[config.mk]
export PLATFORM = sky130hd
export DESIGN_NAME = wb_arbiter_flat
export DESIGN_NICKNAME = d
export VERILOG_FILES = /design/src/rtl/wb_arbiter_pkg.sv /design/src/rtl/wb_arbiter_if.sv /design/src/rtl/wb_fifo.sv /design/src/rtl/wb_arbiter.sv /design/src/flat_wrapper.sv
export SDC_FILE = /design/constraint.sdc
export NUM_CORES = 1
export LEC_CHECK = 0
export BUFFER_PORTS_ARGS = -buffer_cell sky130_fd_sc_hd__buf_2
export CAP_MARGIN = 20
export CORE_UTILIZATION = 58
export DETAILED_ROUTE_END_ITERATION = 6
export HOLD_SLACK_MARGIN = 0.03
export PLACE_DENSITY = 0.8
export SETUP_SLACK_MARGIN = 0.15
export SLEW_MARGIN = 15
export SYNTH_ARGS = -nofsm -noshare
export SYNTH_HDL_FRONTEND = slang
export SYNTH_SLANG_ARGS = --single-unit
[constraint.sdc]
create_clock -name clk -period 4.4 [get_ports clk]
set_input_delay 0.44 -clock clk [delete_from_list [all_inputs] [get_ports clk]]
set_output_delay 0.44 -clock clk [all_outputs]
set_load 0.02 [all_outputs]
[src/rtl/wb_arbiter_pkg.sv]
// Shared defines for the writeback arbiter: FU count, epoch width and the queue payload.
package wb_arbiter_pkg;

  localparam int unsigned FU_NUM        = 4;
  localparam int unsigned EPOCH_W       = 2;
  localparam int unsigned FU_W          = (FU_NUM > 1) ? $clog2(FU_NUM) : 1;
  localparam int unsigned PHYS_REGS_DEF = 64;
  localparam int unsigned DW_DEF        = 32;
  localparam int unsigned PHYS_W_DEF    = $clog2(PHYS_REGS_DEF);

  typedef struct packed {
    logic [PHYS_W_DEF-1:0] pd;
    logic [DW_DEF-1:0]     data;
    logic [EPOCH_W-1:0]    epoch;
  } wb_entry_t;

endpackage

[src/rtl/wb_arbiter_if.sv]
// FU result inputs, flush control and PRF writeback port of the arbiter.
interface wb_arbiter_if #(
  parameter int unsigned PHYS_W = 6,
  parameter int unsigned DW     = 32
) ();
  import wb_arbiter_pkg::*;

  logic [FU_NUM-1:0]  fu_valid;
  logic [FU_NUM-1:0]  fu_ready;
  logic [PHYS_W-1:0]  fu_pd    [FU_NUM];
  logic [DW-1:0]      fu_data  [FU_NUM];
  logic [EPOCH_W-1:0] fu_epoch [FU_NUM];
  logic               flush_valid;
  logic [EPOCH_W-1:0] flush_epoch;
  logic               wb_valid;
  logic               wb_ready;
  logic [PHYS_W-1:0]  wb_pd;
  logic [DW-1:0]      wb_data;
  logic [EPOCH_W-1:0] wb_epoch;
  logic [FU_W-1:0]    wb_fu_id;
  logic               pending;

  modport master (
    output fu_valid, fu_pd, fu_data, fu_epoch, flush_valid, flush_epoch, wb_ready,
    input  fu_ready, wb_valid, wb_pd, wb_data, wb_epoch, wb_fu_id, pending
  );

  modport slave (
    input  fu_valid, fu_pd, fu_data, fu_epoch, flush_valid, flush_epoch, wb_ready,
    output fu_ready, wb_valid, wb_pd, wb_data, wb_epoch, wb_fu_id, pending
  );

endinterface

[src/rtl/wb_fifo.sv]
// Per-FU result queue; head always sits in slot 0 so epoch flushes compact in order.
module wb_fifo #(
  parameter int unsigned PHYS_W  = 6,
  parameter int unsigned DW      = 32,
  parameter int unsigned EPOCH_W = 2,
  parameter int unsigned DEPTH   = 2,
  localparam int unsigned CW     = $clog2(DEPTH + 1)
) (
  input  logic               clk,
  input  logic               rst_n,
  input  logic               push,
  input  logic [PHYS_W-1:0]  push_pd,
  input  logic [DW-1:0]      push_data,
  input  logic [EPOCH_W-1:0] push_epoch,
  input  logic               pop,
  input  logic               flush_valid,
  input  logic [EPOCH_W-1:0] flush_epoch,
  output logic [CW-1:0]      count,
  output logic [CW-1:0]      count_nxt_c,
  output logic [PHYS_W-1:0]  head_pd,
  output logic [DW-1:0]      head_data,
  output logic [EPOCH_W-1:0] head_epoch
);

  localparam int unsigned IW = (DEPTH > 1) ? $clog2(DEPTH) : 1;

  typedef struct packed {
    logic [PHYS_W-1:0]  pd;
    logic [DW-1:0]      data;
    logic [EPOCH_W-1:0] epoch;
  } entry_t;

  entry_t        mem     [DEPTH];
  entry_t        mem_nxt [DEPTH];
  logic [CW-1:0] cnt_q;
  logic [CW-1:0] cnt_nxt;

  // Survivors (not popped, not stale) slide down in order, then the push lands behind them.
  always_comb begin
    mem_nxt = mem;
    cnt_nxt = '0;
    for (int i = 0; i < DEPTH; i++) begin
      if ((CW'(i) < cnt_q) && !(pop && (i == 0)) &&
          !(flush_valid && (mem[i].epoch != flush_epoch))) begin
        mem_nxt[IW'(cnt_nxt)] = mem[i];
        cnt_nxt               = cnt_nxt + CW'(1);
      end
    end
    if (push && !(flush_valid && (push_epoch != flush_epoch)) && (cnt_nxt < CW'(DEPTH))) begin
      mem_nxt[IW'(cnt_nxt)] = '{pd: push_pd, data: push_data, epoch: push_epoch};
      cnt_nxt               = cnt_nxt + CW'(1);
    end
  end

  always_ff @(posedge clk or negedge rst_n) begin
    if (!rst_n) cnt_q <= '0;
    else        cnt_q <= cnt_nxt;
  end

  // Storage is qualified by the count, so it carries no reset.
  always_ff @(posedge clk) begin
    for (int i = 0; i < DEPTH; i++) mem[i] <= mem_nxt[i];
  end

  assign count       = cnt_q;
  assign count_nxt_c = cnt_nxt;
  assign head_pd     = mem[0].pd;
  assign head_data   = mem[0].data;
  assign head_epoch  = mem[0].epoch;

endmodule

[src/rtl/wb_arbiter.sv]
// Round-robin writeback arbiter: FU_NUM result queues feeding one registered PRF write slot.
module wb_arbiter
  import wb_arbiter_pkg::*;
#(
  parameter int unsigned PHYS_REGS = 64,
  parameter int unsigned DW        = 32,
  parameter int unsigned PHYS_W    = $clog2(PHYS_REGS),
  parameter int unsigned DEPTH     = 2
) (
  input logic        clk,
  input logic        rst_n,
  wb_arbiter_if.slave bus
);

  localparam int unsigned CW = $clog2(DEPTH + 1);

  logic [CW-1:0]      fifo_cnt     [FU_NUM];
  logic [CW-1:0]      fifo_cnt_nxt [FU_NUM];
  logic [PHYS_W-1:0]  head_pd      [FU_NUM];
  logic [DW-1:0]      head_data    [FU_NUM];
  logic [EPOCH_W-1:0] head_epoch   [FU_NUM];
  logic [FU_NUM-1:0]  push, pop, eligible;
  logic [FU_NUM-1:0]  ready_q, ready_nxt;
  logic               pending_q, pending_nxt;

  logic               slot_valid_q, slot_valid_nxt;
  logic [PHYS_W-1:0]  slot_pd_q,    slot_pd_nxt;
  logic [DW-1:0]      slot_data_q,  slot_data_nxt;
  logic [EPOCH_W-1:0] slot_epoch_q, slot_epoch_nxt;
  logic [FU_W-1:0]    slot_fu_q,    slot_fu_nxt;
  logic [FU_W-1:0]    rr_q,         rr_nxt;

  logic               load_en;
  logic               grant_valid;
  logic [FU_W-1:0]    grant_id;
  logic [FU_W-1:0]    idx;

  for (genvar g = 0; g < FU_NUM; g++) begin : g_fu
    wb_fifo #(
      .PHYS_W  (PHYS_W),
      .DW      (DW),
      .EPOCH_W (EPOCH_W),
      .DEPTH   (DEPTH)
    ) u_fifo (
      .clk         (clk),
      .rst_n       (rst_n),
      .push        (push[g]),
      .push_pd     (bus.fu_pd[g]),
      .push_data   (bus.fu_data[g]),
      .push_epoch  (bus.fu_epoch[g]),
      .pop         (pop[g]),
      .flush_valid (bus.flush_valid),
      .flush_epoch (bus.flush_epoch),
      .count       (fifo_cnt[g]),
      .count_nxt_c (fifo_cnt_nxt[g]),
      .head_pd     (head_pd[g]),
      .head_data   (head_data[g]),
      .head_epoch  (head_epoch[g])
    );
  end

  // A head is grantable only if it survives any flush happening this cycle.
  always_comb begin
    push     = '0;
    eligible = '0;
    for (int i = 0; i < FU_NUM; i++) begin
      push[i]     = bus.fu_valid[i] & ready_q[i];
      eligible[i] = (fifo_cnt[i] != '0) &&
                    (!bus.flush_valid || (head_epoch[i] == bus.flush_epoch));
    end
  end

  // Round-robin search starting at rr_q, wrapping modulo FU_NUM.
  always_comb begin
    grant_valid = 1'b0;
    grant_id    = '0;
    idx         = '0;
    for (int k = 0; k < FU_NUM; k++) begin
      idx = ((int'(rr_q) + k) >= FU_NUM) ? FU_W'(int'(rr_q) + k - FU_NUM)
                                          : FU_W'(int'(rr_q) + k);
      if (!grant_valid && eligible[idx]) begin
        grant_valid = 1'b1;
        grant_id    = idx;
      end
    end
  end

  assign load_en = !slot_valid_q || bus.wb_ready;

  // Slot next-state: reload on empty/transfer, otherwise hold unless flushed as stale.
  always_comb begin
    slot_valid_nxt = slot_valid_q;
    slot_pd_nxt    = slot_pd_q;
    slot_data_nxt  = slot_data_q;
    slot_epoch_nxt = slot_epoch_q;
    slot_fu_nxt    = slot_fu_q;
    rr_nxt         = rr_q;
    pop            = '0;
    if (load_en) begin
      slot_valid_nxt = grant_valid;
      if (grant_valid) begin
        slot_pd_nxt    = head_pd[grant_id];
        slot_data_nxt  = head_data[grant_id];
        slot_epoch_nxt = head_epoch[grant_id];
        slot_fu_nxt    = grant_id;
        pop[grant_id]  = 1'b1;
        rr_nxt         = (grant_id == FU_W'(FU_NUM - 1)) ? '0 : grant_id + FU_W'(1);
      end
    end else if (bus.flush_valid && (slot_epoch_q != bus.flush_epoch)) begin
      slot_valid_nxt = 1'b0;
    end
  end

  // ready and pending are registered from next-state so they mirror the registered counts.
  always_comb begin
    ready_nxt   = '0;
    pending_nxt = slot_valid_nxt;
    for (int i = 0; i < FU_NUM; i++) begin
      ready_nxt[i] = fifo_cnt_nxt[i] < CW'(DEPTH);
      pending_nxt  = pending_nxt | (fifo_cnt_nxt[i] != '0);
    end
  end

  always_ff @(posedge clk or negedge rst_n) begin
    if (!rst_n) begin
      slot_valid_q <= 1'b0;
      slot_pd_q    <= '0;
      slot_data_q  <= '0;
      slot_epoch_q <= '0;
      slot_fu_q    <= '0;
      rr_q         <= '0;
      ready_q      <= '1;
      pending_q    <= 1'b0;
    end else begin
      slot_valid_q <= slot_valid_nxt;
      slot_pd_q    <= slot_pd_nxt;
      slot_data_q  <= slot_data_nxt;
      slot_epoch_q <= slot_epoch_nxt;
      slot_fu_q    <= slot_fu_nxt;
      rr_q         <= rr_nxt;
      ready_q      <= ready_nxt;
      pending_q    <= pending_nxt;
    end
  end

  assign bus.wb_valid = slot_valid_q;
  assign bus.wb_pd    = slot_pd_q;
  assign bus.wb_data  = slot_data_q;
  assign bus.wb_epoch = slot_epoch_q;
  assign bus.wb_fu_id = slot_fu_q;
  assign bus.fu_ready = ready_q;
  assign bus.pending  = pending_q;

endmodule

[src/flat_wrapper.sv]
// flat-port wrapper written by rule: the top's interface ports become plain ports
module wb_arbiter_flat import wb_arbiter_pkg::*;
#(
  parameter int unsigned PHYS_REGS = 64,
  parameter int unsigned DW        = 32,
  parameter int unsigned PHYS_W    = $clog2(PHYS_REGS),
  parameter int unsigned DEPTH     = 2
)
  (clk, rst_n, bus_fu_valid, bus_fu_pd, bus_fu_data, bus_fu_epoch, bus_flush_valid, bus_flush_epoch, bus_wb_ready, bus_fu_ready, bus_wb_valid, bus_wb_pd, bus_wb_data, bus_wb_epoch, bus_wb_fu_id, bus_pending);
  wb_arbiter_if #(.PHYS_W(PHYS_W), .DW(DW)) bus_i ();
  input logic clk;
  input logic rst_n;
  input wire logic [$bits(bus_i.fu_valid)-1:0] bus_fu_valid;
  input wire logic [$bits(bus_i.fu_pd)-1:0] bus_fu_pd;
  input wire logic [$bits(bus_i.fu_data)-1:0] bus_fu_data;
  input wire logic [$bits(bus_i.fu_epoch)-1:0] bus_fu_epoch;
  input wire logic [$bits(bus_i.flush_valid)-1:0] bus_flush_valid;
  input wire logic [$bits(bus_i.flush_epoch)-1:0] bus_flush_epoch;
  input wire logic [$bits(bus_i.wb_ready)-1:0] bus_wb_ready;
  output wire logic [$bits(bus_i.fu_ready)-1:0] bus_fu_ready;
  output wire logic [$bits(bus_i.wb_valid)-1:0] bus_wb_valid;
  output wire logic [$bits(bus_i.wb_pd)-1:0] bus_wb_pd;
  output wire logic [$bits(bus_i.wb_data)-1:0] bus_wb_data;
  output wire logic [$bits(bus_i.wb_epoch)-1:0] bus_wb_epoch;
  output wire logic [$bits(bus_i.wb_fu_id)-1:0] bus_wb_fu_id;
  output wire logic [$bits(bus_i.pending)-1:0] bus_pending;
  assign bus_i.fu_valid = bus_fu_valid;
  assign bus_i.fu_pd = {>>{bus_fu_pd}};
  assign bus_i.fu_data = {>>{bus_fu_data}};
  assign bus_i.fu_epoch = {>>{bus_fu_epoch}};
  assign bus_i.flush_valid = bus_flush_valid;
  assign bus_i.flush_epoch = bus_flush_epoch;
  assign bus_i.wb_ready = bus_wb_ready;
  assign bus_fu_ready = bus_i.fu_ready;
  assign bus_wb_valid = bus_i.wb_valid;
  assign bus_wb_pd = bus_i.wb_pd;
  assign bus_wb_data = bus_i.wb_data;
  assign bus_wb_epoch = bus_i.wb_epoch;
  assign bus_wb_fu_id = bus_i.wb_fu_id;
  assign bus_pending = bus_i.pending;
  wb_arbiter #(.PHYS_REGS(PHYS_REGS), .DW(DW), .PHYS_W(PHYS_W), .DEPTH(DEPTH)) u_core (.clk(clk), .rst_n(rst_n), .bus(bus_i));
endmodule
# After elaboration in Yosys (flattened, before gate mapping)
# Cells that the tools add are included.
word_totals:
  reg_bits: 378
  inputBits: 170
  output_inout_bits: 48
  elab_cells: 297
op_classes:
  addsub: 19
  magnitude_cmp: 43
  n_eq_ne: 18
  muxes: 80
  bitwise: 17
  n_reduce_logical: 84
op_table:
  columns: ["operator", "n"]
  rows:
  - ["$bwmux W80", 8]
  - ["$mux W80", 8]
  - ["$demux W40 S1", 8]
  - ["$mux W40", 8]
  - ["$bmux W32 S2", 1]
  - ["$mux W32", 2]
  - ["$logic_and A1 B1 Y1", 49]
  - ["$mux W2", 19]
  - ["$ne A2 B2 Y1", 13]
  - ["$logic_not A1 Y1", 21]
  - ["$ge A2 B2 Y1 const B", 8]
  - ["$lt A1 B2 Y1 const A", 8]
  - ["$lt A2 B1 Y1 const B", 8]
  - ["$lt A2 B2 Y1 const B", 8]
  - ["$not A1 Y2", 8]
  - ["$reduce_bool A2 Y1", 8]
  - ["$lt A2 B3 Y1 const B", 5]
  - ["$mux W1", 15]
  - ["$add A2 B1 Y2 const B", 6]
  - ["$bmux W6 S2", 1]
  - ["$ge A3 B3 Y1 const B", 4]
  - ["$mux W6", 2]
  - ["$add A1 B1 Y2 const B", 4]
  - ["$bmux W1 S2", 4]
  - ["16 further kinds", 35]

# Longest topological paths before layout
logic_depth:
  ltp_word: 35
  mapped_depth: 20
  mapped_depth_nobuf: 16

# Modules after synthesis
# Synthesis repeated with hierarchy kept, for this count alone.
unflattened:
  cells_unflattened: 1472
  hier_area_um2: 19276.0
by_module_without_submodules:
  columns: ["mod", "n_inst", "cells_per_inst", "area_each_um2", "seq_area_each_um2"]
  rows:
  - ["wb_fifo at u_core.g_fu[0].u_fifo", 1, 278, 4086.4, 2052.0]
  - ["wb_fifo at u_core.g_fu[1].u_fifo", 1, 280, 3947.5, 2052.0]
  - ["wb_fifo at u_core.g_fu[2].u_fifo", 1, 280, 3945.0, 2052.0]
  - ["wb_fifo at u_core.g_fu[3].u_fifo", 1, 283, 3923.8, 2052.0]
  - ["wb_arbiter", 1, 351, 3373.2, 1256.2]

# Least setup slack after synthesis
# OpenSTA, ideal clock, no wires.
synth_path:
  path_type: "input-to-reg"
  startpoint: "input bus_flush_epoch[1]"
  endpoint: "register u_core.g_fu[0].u_fifo.mem[0] (netlist name)"
  setup_ns: 0.401
  arrival_ns: 4.034
  t_required_ns: 3.999
  setup_slack_ns: -0.036
  cell_stages: 17
  path_cell_list: "buf_2 -> buf_4 -> xnor2_1 -> a21boi_1 -> o21bai_2 -> o22ai_1 -> a311oi_4 -> inv_2 -> buf_2 -> ha_1 -> a21o_1 -> inv_1 -> ha_1 -> nand4b_1 -> inv_1 -> clkbuf_1 -> ha_1"
synth_via:
  elab_chain_len: 34
synth_rtl:
  columns: ["element", "line_no", "text"]
  rows:
  - ["start, declared", "flat_wrapper.sv:18", "input wire logic [$bits(bus_i.flush_epoch)-1:0] bus_flush_epoch;"]
  - ["$eq A2 B2 Y1", "wb_arbiter.sv:69", "(!bus.flush_valid || (head_epoch[i] == bus.flush_epoch));"]
  - ["$logic_or A1 B1 Y1", "wb_arbiter.sv:69", null]
  - ["$logic_and A1 B1 Y1", "wb_arbiter.sv:68", "eligible[i] = (fifo_cnt[i] != '0) &&"]
  - ["$bmux W1 S2", "wb_arbiter.sv:81", "if (!grant_valid && eligible[idx]) begin"]
  - ["$mux W1 (not written as such)", "wb_arbiter.sv:81", null]
  - ["$mux W1", "wb_arbiter.sv:81", null]
  - ["$logic_not A1 Y1", "wb_arbiter.sv:81", null]
  - ["$logic_and A1 B1 Y1", "wb_arbiter.sv:81", null]
  - ["[... 18 more ...]", null, null]
  - ["$mux W2, or another cell as far along", "wb_fifo.sv:43", "if ((CW'(i) < cnt_q) && !(pop && (i == 0)) &&"]
  - ["$not A1 Y2 (not written as such) or $logic_and A1 B1 Y1 (tied branches)", "wb_fifo.sv:50, wb_fifo.sv:45", null]
  - ["$ge A2 B2 Y1 (not written as such), or another cell as far along", "wb_fifo.sv:50", "mem_nxt[IW'(cnt_nxt)] = '{pd: push_pd, data: push_data, epoch: push_epoch};"]
  - ["$logic_and A1 B1 Y1 (not written as such) or $demux W40 S1 (tied branches)", "wb_fifo.sv:50, wb_fifo.sv:45", null]
  - ["$mux W40 (not written as such) or $bwmux W80 (tied branches)", "wb_fifo.sv:50, wb_fifo.sv:45", null]
  - ["$demux W40 S1 or $mux W80 (tied branches)", "wb_fifo.sv:50, wb_fifo.sv:43", null]
  - ["$bwmux W80", "wb_fifo.sv:50", null]
  - ["$mux W80 (*)", "wb_fifo.sv:49", "if (push && !(flush_valid && (push_epoch != flush_epoch)) && (cnt_nxt < CW'(DEPTH))) begin"]
# Every way passes the cells marked *; elsewhere a longest branch is shown, timed or not. The select of a mux whose other input is x is not followed.
# A chain may end at the register's enable or synchronous reset.

==> summary.md <==
| Metric | Value |
|---|---|
| Status | finished clean |
| Worst slew margin | 30.66% |
| CP bufs+invs | 3 |
| Gp weighted congestion | 0.9021 |
| Post-synth EDFFs | 160 |
| Cell with the most instances after synthesis | mux2i_1 |
| CTS tree | done |
| Die ar. | 0.02852 mm^2 |
| I/O pin cnt | 218 |
| Initial antenna violation count | 1 |
| PD cells | 805.8 mW/mm^2 |
| Worst Path Max Fanout | 10 |
| Worst path slowest cell | or4_1 |
| Synth area leader | edfxtp_1 |
| CP cell instances | xnor2_1 > a21boi_2 > o21bai_2 > o22ai_1 > a311oi_4 > inv_4 > ha_1 > a21o_1 > inv_1 > ha_1 > nand4b_1 > inv_1 > ha_2 > or4_1 > nor4_2 > nand3b_1 |
| Post-DR wirelength/cell | 21.07 um |
| Total core area | 0.02710 mm^2 |
| Synth Instances | 1413 |
| R2R Setup Slk | 0.41 ns |
| Worst setup SP type | flip-flop |
| Post-synth top area share | 29.74% |
| Clock Path Buffers | 3 |
| Vias per cell | 5.899 |
| Synth Area in XOR/XNOR | 1.410% |
| Cell family with most CP delay | compound AO/OA/AOI/OAI gates |
| Vias | 11804 |
| WS Path Type | reg -> reg |
| HP Class | in -> async |
| Maximum clock rate | 250.3 MHz |
| Share of cells above drive strength 1 | 21.06% |
| Worst r2r path cells | 16 |
| Remaining design rule violation count | 0 |
| VDD IR max | 0.0004739 V |
| Post-synthesis compound-gate area fraction | 8.373% |
| Synth Area in Simple Gates | 11.94% |
| Leak Pwr | 8.712 nW |
| Total track usage | 29.29% |
| Setup TNS | 0 ns |
| Area contributors post-synth | edfxtp_1 30%, dfxtp_1 20%, mux2i_1 15% |
| DR pass1 iterations | 7 |
| DR iter-0 viols | 1080 |
| Final core area utilization | 70.24% |
| Max cap viols | 0 |
| Slew at the pin with the worst max-slew slack | 1.040 ns |
| Vias in the first global route | 11323 |
| Clk slew on worst S/H paths | 0.06 ns |
| Final hold violation count | 0 |
| CP Data Required Time | 4.79 ns |
| Detailed placement HPWL | 26970 um |
| Die Span X | 168.9 um |
| First-pass GRT wire length | 63740 um |
| Crit end category | flip-flop |
| Grt ovf | 0 |
| Final critical-path required period | 3.995 ns |
| CTS Buf Count | 40 |
| Mapped Avg Cell Area | 11.43 um^2 |
| Largest net degree at the start of global routing | 81 |
| H-tree levels | 2 |
| CTS Sinks | 378 |
| Synth-to-layout area growth | 17.84% |
| Fin Clk Skew | 0.01456 ns |
| CP peak stage delay | 0.54 ns |
| Root Driver | clkbuf_16 |
| Post-synthesis mux area share | 15.15% |
| Arr. time, crit path | 4.39 ns |
| Post-synth ARST share | 15.34% |
| Clk_lat worst skew | 0.53 ns |
| # fillers | 1969 |
| R2r endpoint | u_core.bus.pending$_DFF_PN0_ |
| Slew Viols, Final | 0 |
| Post-Synth Adder-Cell Area | 1.239% |
| Post-synthesis cell area | 0.01615 mm^2 |
| Ys Warns | 0 |
| Commonest cells post-synth | 240 x mux2i_1, 208 x nand2_1, 168 x o21ai_0 |
| Post-route ant nets | 0 |
| Synth Register Bits | 378 |
| Die Span Y | 168.9 um |
| Crit. Startpoint | u_core.g_fu[0].u_fifo.head_epoch[0]$_DFF_P_ |
| Synth Net Count | 1599 |
| Final setup fails | 0 |
| Site Rows | 60 |
| Final wirelength | 42170 um |
| Largest family of logic cells by synthesized area | multiplexers |
| Count of different cell masters after synthesis | 40 |
| ANT cells | 0 |
| Worst r2r src | u_core.g_fu[0].u_fifo.head_epoch[0]$_DFF_P_ |
| Seq/Total Area, Yosys | 58.59% |
| Port Buffers | 217 |
| Starting density of the core | 59.61% |
| Ys flop type | edfxtp_1 |
| Fin crit share | 90.79% |
| Final nets | 1783 |
| Unrepaired setup endpoints after global routing | false |
worst reg2reg max path, delay by kind of cell, from the launching register on:
kind | cells | cell delay, ns
adders and majority gates | 3 | 0.71
and+or+nand+nor | 4 | 1.05
buffers and inverters | 3 | 0.35
AOI/OAI and AO/OA | 5 | 1.27
xor gates and xnor gates | 1 | 0.11
DFF | 1 | 0.39
state kept, by name (all words and copies together), names as in the netlist, 4 cells and up:
register                       count
u_core.bus.wb_pd                   6
u_core.g_fu.u_fifo.head_pd        24
u_core.bus.fu_ready                4
u_core.g_fu.u_fifo.count           8
u_core.g_fu.u_fifo.mem           160
u_core.bus.wb_data                32
u_core.g_fu.u_fifo.head_epoch      8
u_core.g_fu.u_fifo.head_data     128
report_power, final:
part,internal [mW],switching [mW],leakage [nW],total [mW]
Clock,2.06,1.36,0.671,3.42
Combinational,2.25,3.87,4.37,6.11
Sequential,5.07,0.731,3.67,5.80
Total,9.38,5.96,8.71,15.3
how the worst max path moves through the flow:
| stage | end | cells past startpoint |
|---|---|---|
| 6_report | u_core.bus.pending$_DFF_PN0_ | 16 |
| 5_1_grt | u_core.bus.pending$_DFF_PN0_ | 16 |
| 3_5_place_dp | u_core.bus.pending$_DFF_PN0_ | 17 |
| 3_3_place_gp | u_core.bus.pending$_DFF_PN0_ | 17 |
| 4_1_cts | u_core.bus.pending$_DFF_PN0_ | 16 |
| 2_1_floorplan | u_core.bus.pending$_DFF_PN0_ | 20 |
per-stage QoR:
step           total power, mW  setup slack, ns  std cells  hold WS (ns)  instance area (um^2)
2_1_floorplan            9.740           0.2365       1413        0.1444                 16160
3_3_place_gp             11.59           0.3951       1926        0.4632                 17660
3_5_place_dp             11.82           0.1659       1926        0.4717                 17660
4_1_cts                  15.31           0.3275       2000       0.08481                 19010
5_1_grt                  16.08           0.1669       2001        0.1183                 19040
6_report                 15.34           0.4054       2001       0.07302                 19040
kinds of logic after synthesis:
family                   count (synthesis)
AND/OR/NAND/NOR                        393
adder cells (fa/ha/maj)                 16
flip-flops                             378
multiplexers                           244
AO/OA/AOI/OAI                          231
buffers and inverters                  125
XOR/XNOR                                26
cells in the final DEF, fill, tap and decap left out, types with 2 or more instances in the layout:
master     count
a21oi_1        2
and2_1         2
and3_1       160
buf_12        10
buf_2        217
buf_4         22
bufinv_16      3
clkbuf_1       8
clkbuf_16     41
clkbuf_8      10
clkinv_1       3
clkinv_2       6
dfrtp_1       54
dfstp_2        4
dfxtp_1      160
edfxtp_1     160
ha_1          12
ha_2           4
inv_1         16
inv_6          3
mux2_2         4
mux2i_1      240
nand2_1      207
nand3_1        2
nand4b_1       4
nor2_1         3
nor2_4         6
o21ai_0      168
o21ai_1       10
o21bai_1       3
o221ai_1      40
xnor2_1        2
xor2_1        24
layer usage:
metal,GRT usage [%],wire (um),vias up
met4,9.842,1241,2
met3,5.097,2954,75
met5,0,13,-
met1,38.42,17360,5727
met2,49.21,20600,524
li1,-,-,5476
final cells by class:
| class | instances | area (um^2) | share of cell area, % |
|---|---|---|---|
| Timing Repair Buffer | 249 | 1451 | 7.625 |
| Clock buffer | 59 | 1194 | 6.271 |
| Tap cell | 372 | 465.4 | 2.445 |
| Multi-Input combinational cell | 910 | 6233 | 32.75 |
| Inverter | 18 | 70.07 | 0.3681 |
| Clock inverter | 15 | 157.7 | 0.8282 |
| Sequential cell | 378 | 9464 | 49.72 |
repair_timing:
action	CTS	global route
resized for setup	0	5
hold buffers	0	0
setup endpoints to repair	0	1
setup buffers	0	1
Note: power is estimated with default switching activity, not from simulation.
